===== src/rtl/uart_pkg.sv =====
// rtl/uart_pkg.sv - shared types, defaults and frame-length helper for the UART blocks
package uart_pkg;

    typedef enum logic [2:0] {
        IDLE,
        START,
        DATA,
        PARITY,
        STOP
    } uart_tx_state_e;

    localparam int UART_CLKS_PER_BIT = 16;
    localparam int UART_DATA_WIDTH   = 8;

    // Total clk cycles of one frame, measured from the start-bit falling edge.
    function automatic int frame_cycles(input int width, input int parity,
                                        input int stop, input int cpb);
        return (1 + width + parity + stop) * cpb;
    endfunction

endpackage


===== src/rtl/uart_baud_counter.sv =====
// rtl/uart_baud_counter.sv - free-running bit-period counter with clear and end-of-bit pulse
// Ports: clk, rst (sync, active high), clear (restart the bit period at 0),
//        bit_end (high during the last cycle of each CLKS_PER_BIT-cycle bit period).
module uart_baud_counter
    import uart_pkg::*;
#(
    parameter int CLKS_PER_BIT = UART_CLKS_PER_BIT
) (
    input  logic clk,
    input  logic rst,
    input  logic clear,
    output logic bit_end
);

    localparam int CW = $clog2(CLKS_PER_BIT);
    localparam logic [CW-1:0] CNT_LAST = CW'(CLKS_PER_BIT - 1);

    logic [CW-1:0] cnt_q;
    logic [CW-1:0] cnt_d;

    always_comb begin
        cnt_d = cnt_q;
        if (clear || (cnt_q == CNT_LAST)) begin
            cnt_d = '0;
        end else begin
            cnt_d = cnt_q + 1'b1;
        end
    end

    always_ff @(posedge clk) begin
        if (rst) begin
            cnt_q <= '0;
        end else begin
            cnt_q <= cnt_d;
        end
    end

    assign bit_end = (cnt_q == CNT_LAST);

endmodule


===== src/rtl/fifo_uart_tx.sv =====
// rtl/fifo_uart_tx.sv - UART transmitter draining a show-ahead FIFO, LSB first, optional even parity
// Ports: clk, rst (sync, active high), enable (permit new frames),
//        fifo_empty / fifo_rd_data (FIFO head, show-ahead), fifo_rd_en (combinational pop),
//        tx (registered serial line, idles high), busy (frame on line),
//        frame_done (one-cycle pulse after the last stop-bit cycle).
module fifo_uart_tx
    import uart_pkg::*;
#(
    parameter int DATA_WIDTH   = UART_DATA_WIDTH,
    parameter int CLKS_PER_BIT = UART_CLKS_PER_BIT,
    parameter int PARITY_EN    = 0,
    parameter int STOP_BITS    = 1
) (
    input  logic                  clk,
    input  logic                  rst,
    input  logic                  enable,
    input  logic                  fifo_empty,
    input  logic [DATA_WIDTH-1:0] fifo_rd_data,
    output logic                  fifo_rd_en,
    output logic                  tx,
    output logic                  busy,
    output logic                  frame_done
);

    // One counter serves both data-bit and stop-bit counting.
    localparam int BCW = (DATA_WIDTH > 1) ? $clog2(DATA_WIDTH) : 1;
    localparam logic [BCW-1:0] DATA_LAST = BCW'(DATA_WIDTH - 1);
    localparam logic [BCW-1:0] STOP_LAST = BCW'(STOP_BITS - 1);

    uart_tx_state_e        state_q, state_d;
    logic [DATA_WIDTH-1:0] shift_q, shift_d;
    logic [BCW-1:0]        bit_cnt_q, bit_cnt_d;
    logic                  parity_q, parity_d;
    logic                  tx_q, tx_d;
    logic                  busy_q, busy_d;
    logic                  frame_done_q, frame_done_d;

    logic bit_end;
    logic stop_last;
    logic pop;

    // Counter is held at zero while idle so the start bit gets a full period.
    uart_baud_counter #(
        .CLKS_PER_BIT(CLKS_PER_BIT)
    ) u_baud (
        .clk    (clk),
        .rst    (rst),
        .clear  (pop || (state_q == IDLE)),
        .bit_end(bit_end)
    );

    assign stop_last = (state_q == STOP) && bit_end && (bit_cnt_q == STOP_LAST);

    // Reset gates the pop so a word is never lost from the FIFO while in reset.
    assign pop = !rst && enable && !fifo_empty && ((state_q == IDLE) || stop_last);

    assign fifo_rd_en = pop;
    assign tx         = tx_q;
    assign busy       = busy_q;
    assign frame_done = frame_done_q;

    always_comb begin
        state_d      = state_q;
        shift_d      = shift_q;
        bit_cnt_d    = bit_cnt_q;
        parity_d     = parity_q;
        tx_d         = tx_q;
        busy_d       = busy_q;
        frame_done_d = stop_last;

        if (pop) begin
            state_d   = START;
            shift_d   = fifo_rd_data;
            bit_cnt_d = '0;
            parity_d  = 1'b0;
            tx_d      = 1'b0;
            busy_d    = 1'b1;
        end else begin
            case (state_q)
                IDLE: begin
                    tx_d   = 1'b1;
                    busy_d = 1'b0;
                end
                START: begin
                    if (bit_end) begin
                        state_d = DATA;
                        tx_d    = shift_q[0];
                    end
                end
                DATA: begin
                    if (bit_end) begin
                        parity_d = parity_q ^ shift_q[0];
                        shift_d  = shift_q >> 1;
                        if (bit_cnt_q == DATA_LAST) begin
                            bit_cnt_d = '0;
                            if (PARITY_EN != 0) begin
                                state_d = PARITY;
                                tx_d    = parity_q ^ shift_q[0];
                            end else begin
                                state_d = STOP;
                                tx_d    = 1'b1;
                            end
                        end else begin
                            bit_cnt_d = bit_cnt_q + 1'b1;
                            tx_d      = shift_d[0];
                        end
                    end
                end
                PARITY: begin
                    if (bit_end) begin
                        state_d   = STOP;
                        bit_cnt_d = '0;
                        tx_d      = 1'b1;
                    end
                end
                STOP: begin
                    if (bit_end) begin
                        if (bit_cnt_q == STOP_LAST) begin
                            state_d   = IDLE;
                            bit_cnt_d = '0;
                            busy_d    = 1'b0;
                            tx_d      = 1'b1;
                        end else begin
                            bit_cnt_d = bit_cnt_q + 1'b1;
                        end
                    end
                end
                default: begin
                    state_d = IDLE;
                    tx_d    = 1'b1;
                    busy_d  = 1'b0;
                end
            endcase
        end
    end

    always_ff @(posedge clk) begin
        if (rst) begin
            state_q      <= IDLE;
            shift_q      <= '0;
            bit_cnt_q    <= '0;
            parity_q     <= 1'b0;
            tx_q         <= 1'b1;
            busy_q       <= 1'b0;
            frame_done_q <= 1'b0;
        end else begin
            state_q      <= state_d;
            shift_q      <= shift_d;
            bit_cnt_q    <= bit_cnt_d;
            parity_q     <= parity_d;
            tx_q         <= tx_d;
            busy_q       <= busy_d;
            frame_done_q <= frame_done_d;
        end
    end

endmodule


===== config.mk =====
export PLATFORM = sky130hd
export DESIGN_NAME = fifo_uart_tx
export DESIGN_NICKNAME = d
export VERILOG_FILES = /design/src/rtl/uart_pkg.sv /design/src/rtl/uart_baud_counter.sv /design/src/rtl/fifo_uart_tx.sv
export SDC_FILE = /design/constraint.sdc
export NUM_CORES = 1
export LEC_CHECK = 0
export CORE_MARGIN = 3
export CORE_UTILIZATION = 52
export CTS_CLUSTER_SIZE = 16
export DETAILED_ROUTE_END_ITERATION = 6
export PLACE_DENSITY = 0.77
export SYNTH_ARGS = -nofsm -noshare
export SYNTH_HDL_FRONTEND = slang
export SYNTH_SLANG_ARGS = --single-unit

===== constraint.sdc =====
create_clock -name clk -period 2.08 [get_ports clk]
set_input_delay 0.416 -clock clk [delete_from_list [all_inputs] [get_ports clk]]
set_output_delay 0.416 -clock clk [all_outputs]
set_load 0.01 [all_outputs]

==> Word-level counts from Yosys, hierarchy flattened <==
Index checks and enable logic that the tools add are counted.
{ "word_totals": {"ff_bits": 21, "in_bits": 12, "out_inout_bits": 4} }
{ "classes": {"add_sub_neg": 2, "eq_ne": 20, "mux": 29, "bitwise_logic": 1, "reduce_logical": 24} }
{ "op_table": {"columns": ["operator", "count"], "rows": [
  ["$mux W3", 11],
  ["$mux W8", 3],
  ["$ne A3 B3 Y1 const B", 5],
  ["$pmux W3 S5", 1],
  ["$reduce_and A7 Y1", 2],
  ["$ne A2 B2 Y1 const B", 6],
  ["$mux W1", 11],
  ["$pmux W3 S3", 1],
  ["$eq A3 B2 Y1 const B", 2],
  ["$eq A3 B3 Y1 const B", 2],
  ["$logic_not A3 Y1", 2],
  ["$logic_and A1 B1 Y1", 5],
  ["$reduce_and A5 Y1", 1],
  ["$add A4 B1 Y4 const B", 1],
  ["$eq A4 B4 Y1 const B", 1],
  ["$ne A2 B1 Y1 const B", 2],
  ["$pmux W1 S4", 1],
  ["$reduce_and A4 Y1", 1],
  ["$reduce_bool A2 Y1", 2],
  ["$reduce_or A2 Y1", 2],
  ["$add A3 B1 Y3 const B", 1],
  ["$eq A3 B1 Y1 const B", 1],
  ["$logic_or A1 B1 Y1", 3],
  ["$ne A3 B2 Y1 const B", 1],
  ["7 further kinds", 8]
]} }

==> Longest topological paths before layout <==
Gate-level depths: netlist of run 1.
{ "depth": {"depth_word": 8, "mapped_depth": 7, "mapped_depth_nobuf": 7} }

==> Cells and area by module <==
From an unflattened synthesis of run 1, not the netlist that was laid out.
{ "hier_totals": {"hier_cells": 126, "hier_area_um2": 1096.1} }
{ "modules_own_cells": {"columns": ["module", "n_inst", "cells_each", "area_per_inst_um2"], "rows": [
  ["fifo_uart_tx", 1, 110, 938.4],
  ["uart_baud_counter", 1, 16, 157.7]
]} }

==> Worst setup path after synthesis of run 1 <==
Ideal clock, no wire load.
{ "synth_timing": {"kind": "register -> output", "startpoint": "register state_q[0]", "endpoint": "output port fifo_rd_en", "t_arrival_ps": 1246, "required_time_ps": 1664, "setup_slack_ps": 418, "stages_incl_launch_ff": 6, "n_path_buf": 1, "cell_sequence": "dfxtp_1 > buf_6 > nor4b_4 > and2_2 > nand2_4 > inv_1"} }
{ "synth_between": {"elab_chain_len": 5, "elab_cells_between_ends": 6, "cone_classes": "eq/ne: 1; reduce/logical: 5"} }
{ "synth_lines": {"columns": ["element", "line", "source"], "rows": [
  ["start: declaration", "fifo_uart_tx.sv:30", "uart_tx_state_e state_q, state_d;"],
  ["start signal: assignment", "fifo_uart_tx.sv:147", "state_q <= state_d;"],
  ["$eq A3 B3 Y1", "fifo_uart_tx.sv:52", "assign stop_last = (state_q == STOP) && bit_end && (bit_cnt_q == STOP_LAST);"],
  ["$logic_and A1 B1 Y1 (2 in a row)", "fifo_uart_tx.sv:52", null],
  ["$logic_or A1 B1 Y1 (*)", "fifo_uart_tx.sv:55", "assign pop = !rst && enable && !fifo_empty && ((state_q == IDLE) || stop_last);"],
  ["$logic_and A1 B1 Y1 (*)", "fifo_uart_tx.sv:55", null],
  ["end: declaration", "fifo_uart_tx.sv:19", "output logic fifo_rd_en,"]
]} }
Every way passes the cells marked *; elsewhere a longest branch is shown, timed or not.

==> Worst setup path after layout of run 1 <==
{ "layout_timing": {"startpoint": "input port enable", "endpoint": "output port fifo_rd_en"} }
{ "layout_between": {"elab_chain_len": 3} }
{ "layout_lines": {"columns": ["element", "line", "source"], "rows": [
  ["start: declaration", "fifo_uart_tx.sv:16", "input logic enable,"],
  ["$logic_and A1 B1 Y1 (3 in a row)", "fifo_uart_tx.sv:55", null]
]} }
Every way passes these cells.

==> results of run 1 <==
layout by cell type (no fill, tap or decap), types with 2 or more instances in the layout:
| cell type | instances |
|---|---|
| nand2b_1 | 2 |
| a211oi_1 | 4 |
| clkdlybuf4s50_1 | 13 |
| mux2i_1 | 4 |
| clkbuf_4 | 3 |
| or3_1 | 2 |
| nand3_1 | 2 |
| nand2_1 | 7 |
| o21ai_0 | 4 |
| buf_4 | 10 |
| dfxtp_1 | 21 |
| inv_1 | 8 |
| o22ai_1 | 3 |
| nor4_1 | 2 |
| nor3_1 | 7 |
| nor2_1 | 10 |
| a21oi_1 | 5 |
| a32oi_1 | 5 |
| ha_1 | 4 |
| a21o_2 | 2 |
kinds of logic after synthesis:
group	Yosys count	synth area share (%)
AO/OA/AOI/OAI	32	20.75
XOR/XNOR	2	1.579
adder cells (fa/ha/maj)	4	4.510
buffers and inverters	13	5.862
flip-flops	21	37.88
multiplexers	4	3.608
AND/OR/NAND/NOR	45	25.82
flip-flops by register name (all words and copies together), names as in the netlist:
name / cells
bit_cnt_q: 3
busy: 1
frame_done: 1
shift_q: 8
state_q: 3
tx: 1
u_baud.cnt_q: 4
per-layer routing:
layer / track usage (%) / wire length (um)
met5: 0 / 0
met4: 9.362 / 47
met3: 3.704 / 134
met2: 34.52 / 1141
met1: 26.50 / 1123
stage by stage:
step	area, um2	std cells	util (%)	hold slack (ps)	total power [mW]
after global routing	1355	172	68.37	476.4	0.7462
after global placement	1334	168	67.30	436.5	0.5235
after CTS	1355	172	68.37	462.0	0.7181
final	1355	172	68.37	458.3	0.7135
after floorplan	1110	121	-	417.9	0.4792
after detailed placement	1334	168	67.30	437.5	0.5258
timing repair:
| action | in CTS | in global routing |
|---|---|---|
| hold buffers | 0 | 0 |
| setup buffers | 0 | 0 |
| resized for setup | 6 | 0 |
| endpoints found under the setup margin | 1 | 0 |
worst max-delay path by stage:
| stage | from | to | slack, ps | cells past startpoint |
|---|---|---|---|---|
| 3_3_place_gp | fifo_empty | fifo_rd_en | -340 | 6 |
| 2_1_floorplan | state_q[0] | fifo_rd_en | 420 | 5 |
| 3_5_place_dp | fifo_empty | fifo_rd_en | -340 | 6 |
| 5_1_grt | enable | fifo_rd_en | 8 | 6 |
| 4_1_cts | enable | fifo_rd_en | 80 | 6 |
| 6_report | enable | fifo_rd_en | 80 | 6 |
area by class of cell:
| class | instances | area, um2 |
|---|---|---|
| fill | 156 | 626.9 |
| inverter | 8 | 30.03 |
| clock buffer | 4 | 26.28 |
| multi-input combinational | 87 | 625.6 |
| sequential | 21 | 420.4 |
| tap | 27 | 33.78 |
| timing repair buffer | 25 | 219.0 |
power by group through the flow:
stage               logic, mW  registers [mW]  clock network (mW)
global route            0.102           0.425               0.219
CTS                    0.0936           0.423               0.202
global placement       0.0920           0.432                   0
finish                 0.0941           0.423               0.197
floorplan              0.0493           0.430                   0
detailed placement     0.0937           0.432                   0
==> results.env, run 1 <==
YOSYSWARNINGS=0
CELLINTERNALPOWER_mW=0.5408
SYNTH_LARGEST_TYPE_AREA_FRACTION_PCT=37.88
TRITONCTS='built'
NUMCTSBUFFERS=3
WL_PER_CELL_UM=14.22
SYNTH_AREA_PER_CELL_UM2=9.172
START_UTIL_PCT=56.00
GR-TOTAL-OVERFLOW=0
POSTROUTEANTENNANETS=0
WORST_EP_ARRIVAL_TIME_PS=1580
CRITICAL_PATH_PEAK_FANOUT=2
IO_PINS=16
DRC_ERRORS=0
SYNTHTOPCELLSBYAREA='dfxtp_1 (38%), ha_1 (4.5%), a32oi_1 (3.9%), mux2i_1 (3.6%), nor2_1 (3.4%)'
REG2REG_SETUP_SLACK_PS=260
SYNTH_COMMON_CELLS='dfxtp_1 (21), nor2_1 (10), inv_1 (8)'
TIMING.CRITICAL_PATH.FROM_TYPE='input pin'
FINAL.PERIOD_UTILIZATION_PCT=95.93
BUFFER_TYPE_AT_THE_CLOCK_TREE_ROOT='clkbuf_4'
P_SW_SHARE_PCT=24.20
HTREEDEPTH=1
VDD_IR_DROP_MAX_mV=0.4996
SHARE_COMB_OF_TOTAL_POWER_PCT=13.2
GRT_SETUP_UNREPAIRED='false'
SYNTH.NET_COUNT=137
CPPEAKSTAGEDELAY_PS=490
FINAL_LAYOUT_SIZE_SUFFIX_GT1_SHARE_PCT=17.93
CLKSLEWWORSTSETUPHOLDPATHS_PS=110
CORE_AREA_MM2=0.001982
TIMING.RR.START='u_baud.cnt_q[0]'
SYNTH_SEQ_CELLS=21
FP-ROW-COUNT=16
NUMBER_OF_ENABLE_TYPE_REGISTER_CELLS_IN_THE_SYNTHESIZED_NETLIST=0
DETAILEDPLACEMENTHPWL_UM=1809
TIMING.CRITICAL_PATH.CELLS='clkdlybuf4s50_1 -> nor4b_4 -> and2_4 -> nand2_4 -> inv_1 -> buf_2'
NETLIST_INSTANCES=121
CRITPATHSLOWESTCELL='clkdlybuf4s50_1'
STATIC-LEAKAGE-POWER_nW=0.5084
ANTENNA_FOUND_INITIAL=0
SYNTH.LARGEST_AREA_CELL='dfxtp_1'
SLEW_VIOL_FINAL=0
R2R_END='shift_q[1]'
RELATIVE_SLEW_SLACK_PCT=67.43
MAXCAPVIOLATIONS=0
TOTAL_NEGATIVE_SETUP_SLACK_PS=0
YOSYS.CELL_TYPES.COUNT=44
DRTITER0DRC=17
SYNTH_SEQ_AREA_SHARE_PCT=37.88
DRTPASS1ITERATIONS=4
GPL.FINAL_WEIGHTED_CONGESTION=0.8612
WHS_ENDPOINT='u_baud.cnt_q[0]'
HOLD_PATH.STARTPOINT='u_baud.cnt_q[0]'
FRACTION_OF_SYNTHESIS_FLOPS_USING_AN_ASYNCHRONOUS_SET_OR_RESET_PIN_PCT=0
PIN_COUNT_OF_THE_BIGGEST_NET_ENTERING_GLOBAL_ROUTING=15
TIMING.CRITICAL_PATH.REQUIRED_PS=1660
CRITPATHBUFINV=3
MAX_FREQ_MHz=501.2
RESULT_OF_THE_RUN='complete, no violations'
AREA_ENCLOSED_BY_THE_DIE_BOUNDARY_MM2=0.002725
FINALSETUPVIOLATIONS=0
INSERTION_DELAY_PS=300
WORST_SETUP_EP_TYPE='output port'
ANTENNA_CELLS=0
CLOCK_POWER_SHARE_PCT=27.5
FINISH.NET_COUNT=162
ROUTED_WL_UM=2446
WORST_HOLD_PATH_CELLS=1
SETUP.WORST_PATH.CLASS='in -> out'
YS_DOMINANT_REG_CELL='dfxtp_1'
PORTBUFFERS=15
FINAL.SETUP.WORST_SLACK_PS=84.72
POWER.DENSITY_CELL_AREA_mW_PER_MM2=526.5
FINALCLOCKSKEW_PS=2.375
POST-PLACE-WS_PS=-336.6
MAX_SLEW.WORST_PIN.SLEW_PS=487.4
MIN_PERIOD_PS=1995
WIRE_LENGTH_OF_THE_FIRST_GLOBAL_ROUTING_PASS_UM=4353
NUMBER_OF_GLOBAL_ROUTE_VIAS_BEFORE_REPAIR=990
ROUTED-VIA-COUNT=991
KIND_OF_CELL_ADDING_THE_MOST_DELAY_TO_THE_CRITICAL_PATH='buffers and inverters'
HOLD_VIOLATIONS=0
SWITCHING_POWER_TOTAL_mW=0.1727
HP-CLASS='reg -> reg'
SHARE_OF_POWER_BURNED_IN_REGISTERS_PCT=59.3
VIA_DENSITY_PER_INSTANCE=5.762
SYNTH_AREA_MM2=0.001110
FF2FF_PATH_DEPTH=6
GRT_USE_TOTAL_PCT=20.93
CLK_PATH_BUF_DEPTH=2
DIE-WIDTH_UM=52.20
AREAGROWTHSYNTHTOFINISH_PCT=22.10
CLOCK-SINKS=21
YOSYS.CELL_COUNT.TOP_TYPE='dfxtp_1'
DIEHEIGHT_UM=52.20
No activity file was read; power rests on OpenSTA's default activity.
==> run 2: changes to the inputs <==
- ABC_AREA: default -> 1
- CORE_UTILIZATION: 52 -> 53
- PLACE_DENSITY: 0.77 -> 0.78
- SLEW_MARGIN: default -> 20
==> run 2 against run 1 <==
Core utilization grew 2.1 points. Via count is 10% higher. Count of clock-buffer cells in the layout did not move. Register-to-register slack better by 180 ps. Global-route usage down 0.19 points. Worst setup slack gained 100 ps. Synthesized cell count rose by 31%. Critical path type is now reg -> out.
==> results.env, run 2 <==
START_UTIL_PCT=57.50
CLK_PATH_BUF_DEPTH=2
ANTENNA_FOUND_INITIAL=0
WHS_ENDPOINT='busy'
YS_DOMINANT_REG_CELL='dfxtp_1'
CLOCK-SINKS=21
POSTROUTEANTENNANETS=0
TOP_REGS='shift_q (8), u_baud.cnt_q (4)'
ANTENNA_CELLS=0
NUMBER_OF_GLOBAL_ROUTE_VIAS_BEFORE_REPAIR=1086
STATIC-LEAKAGE-POWER_nW=0.5973
MAX_FREQ_MHz=528.3
SYNTH_SEQ_AREA_SHARE_PCT=36.52
SETUP.WORST_PATH.CLASS='reg -> out'
WIRE_LENGTH_OF_THE_FIRST_GLOBAL_ROUTING_PASS_UM=4381
PLACE_AREA_MM2=0.001376
SYNTH.NET_COUNT=174
R2R_END='shift_q[1]'
TRITONCTS='built'
FRACTION_OF_SYNTHESIS_FLOPS_USING_AN_ASYNCHRONOUS_SET_OR_RESET_PIN_PCT=0
PORTBUFFERS=15
WORST_SETUP_EP_TYPE='output port'
DESIGN_AREA_MM2=0.001410
CLKSLEWWORSTSETUPHOLDPATHS_PS=110
INSERTION_DELAY_PS=290
FINAL.PERIOD_UTILIZATION_PCT=91.00
TIMING.CRITICAL_PATH.FROM_TYPE='flip-flop'
TOP_REGISTER='shift_q'
SYNTH_SEQ_CELLS=21
MULTI_INPUT_COMB_AREA_UM2=656.9
WL_PER_CELL_UM=11.34
TIMING.CRITICAL_PATH.REQUIRED_PS=1660
SYNTHTOPCELLSBYAREA='dfxtp_1 (37%), nand2_1 (12%), nand3_1 (8.3%), inv_1 (5.9%), nor2_1 (5.2%)'
CRITICAL_PATH_PEAK_FANOUT=3
FF2FF_PATH_DEPTH=9
SYNTH_AREA_PER_CELL_UM2=7.285
FILLCELLCOUNT=184
YOSYS.CELL_TYPES.COUNT=26
HTREEDEPTH=1
TIMING.RR.START='u_baud.cnt_q[0]'
ROUTED-VIA-COUNT=1091
RESULT_OF_THE_RUN='complete, no violations'
WORST_EP_ARRIVAL_TIME_PS=1480
RELATIVE_SLEW_SLACK_PCT=74.49
FLIP_FLOP_COUNT_OF_THE_LARGEST_REGISTER_AFTER_LAYOUT=8
POWER.DENSITY_CELL_AREA_mW_PER_MM2=527.5
MAX_SLEW.WORST_PIN.SLEW_PS=382.7
FINAL_COMMON_CELL='nand2_1'
MIN_PERIOD_PS=1893
GRT_SETUP_UNREPAIRED='false'
YOSYSWARNINGS=0
HOLD_PATH.STARTPOINT='busy'
FINAL-SEQ-AREA_UM2=420.4
PIN_COUNT_OF_THE_BIGGEST_NET_ENTERING_GLOBAL_ROUTING=14
YOSYS.CELL_COUNT.TOP_TYPE='nand2_1'
NETLIST_INSTANCES=158
VDD_IR_DROP_MAX_mV=0.3973
DRTITER0DRC=29
WORST_HOLD_PATH_CELLS=2
NUMBER_OF_ENABLE_TYPE_REGISTER_CELLS_IN_THE_SYNTHESIZED_NETLIST=0
AREA_ENCLOSED_BY_THE_DIE_BOUNDARY_MM2=0.002767
CTS_SETUP_BUFFERS=0
DIEHEIGHT_UM=52.61
REPORT.POWER.TOTAL_mW=0.7438
GR-TOTAL-OVERFLOW=0
DETAILEDPLACEMENTHPWL_UM=1962
VIA_DENSITY_PER_INSTANCE=5.195
POSTLAYOUTCOREUTIL_PCT=70.44
NUMCTSBUFFERS=3
DRC_ERRORS=0
SYNTH_AREA_MM2=0.001151
DRTPASS1ITERATIONS=4
HOLD_VIOLATIONS=0
SYNTH.LARGEST_AREA_CELL='dfxtp_1'
SYNTH_COMMON_CELLS='nand2_1 (36), dfxtp_1 (21), nand3_1 (19)'
MOSTFREQUENTLAYOUTCELLS='nand2_1 (36), dfxtp_1 (21), nand3_1 (19)'
FINALSETUPVIOLATIONS=0
REG2REG_SETUP_SLACK_PS=440
FINALCLOCKSKEW_PS=6.923
MAXCAPVIOLATIONS=0
AREAGROWTHSYNTHTOFINISH_PCT=22.50
ROUTED_WL_UM=2382
CORE_AREA_MM2=0.002002
FINISH.NET_COUNT=200
IO_PINS=16
TOTAL_NEGATIVE_SETUP_SLACK_PS=0
HP-CLASS='reg -> reg'
SLEW_VIOL_FINAL=0
GPL.FINAL_WEIGHTED_CONGESTION=0.9051
SYNTH_LARGEST_TYPE_AREA_FRACTION_PCT=36.52
FINAL_LAYOUT_SIZE_SUFFIX_GT1_SHARE_PCT=15.30
GRT_USE_TOTAL_PCT=20.74
DIE-WIDTH_UM=52.61
FP-ROW-COUNT=16
BUFFER_TYPE_AT_THE_CLOCK_TREE_ROOT='clkbuf_4'
==> run 2: cell types whose count changed after synthesis, moves of 5 or more <==
cell     change
inv_1       +10
nor3_1       -7
a32oi_1      -5
nand2_1     +29
nand3_1     +17
nor2_1       +6
o21ai_0      +5
==> run 2: logic make-up after synthesis <==
group | share of synthesized area, %
AOI/OAI and AO/OA | 13.26
buffers and inverters | 7.500
DFF | 36.52
adders and majority gates | 4.348
xor gates and xnor gates | 1.522
and+or+nand+nor | 36.85
==> run 2: routing by layer <==
| layer | GRT usage (%) | vias to the layer above | wire length, um |
|---|---|---|---|
| li1 | - | 567 | - |
| met1 | 24.14 | 492 | 1030 |
| met2 | 35.95 | 26 | 1198 |
| met3 | 3.419 | 6 | 95 |
| met5 | 0 | - | 0 |
| met4 | 10.64 | 0 | 57 |
==> run 2: worst max-delay path by stage <==
stage | startpoint | slack [ps] | end
finish | bit_cnt_q[0] | 190 | fifo_rd_en
global route | bit_cnt_q[0] | 110 | fifo_rd_en
CTS | bit_cnt_q[0] | 50 | fifo_rd_en
detailed placement | rst | -140 | fifo_rd_en
global placement | rst | -130 | fifo_rd_en
floorplan | u_baud.cnt_q[0] | 580 | fifo_rd_en
==> run 2: power by group <==
group	leakage (nW)	internal (mW)	switching (mW)	total, mW
sequential	0.170	0.417	0.0111	0.428
clock	0.0150	0.0745	0.111	0.186
combinational	0.412	0.0627	0.0676	0.130
total	0.597	0.554	0.190	0.744
==> run 2: area by class of cell <==
| type | count | area share, % |
|---|---|---|
| multi-input combinational | 116 | 46.58 |
| sequential | 21 | 29.81 |
| timing repair buffer | 22 | 14.02 |
| inverter | 20 | 5.324 |
| tap | 27 | 2.396 |
| clock buffer | 4 | 1.863 |
==> run 2: through the flow <==
step | setup slack, ps | instances | hold slack (ps)
after floorplan | 575.0 | 158 | 417.9
after global placement | -133.5 | 206 | 431.1
after detailed placement | -137.6 | 206 | 441.2
after CTS | 49.44 | 210 | 462.6
after global routing | 106.0 | 210 | 506.8
final | 187.3 | 210 | 481.8
==> run 2: repair_timing <==
item,CTS,global route
endpoints found under the hold margin,0,0
pin swaps,0,0
hold buffers,0,0
endpoints found under the setup margin,1,1
resized for setup,2,3
==> run 2: critical path: stages (launching register included) <==
cell and delay (ps):
dfxtp_1 340, inv_1 90, ha_1 150, nand2_1 110, nor2_4 140, nand2_4 80
a21oi_4 130, clkbuf_2 140
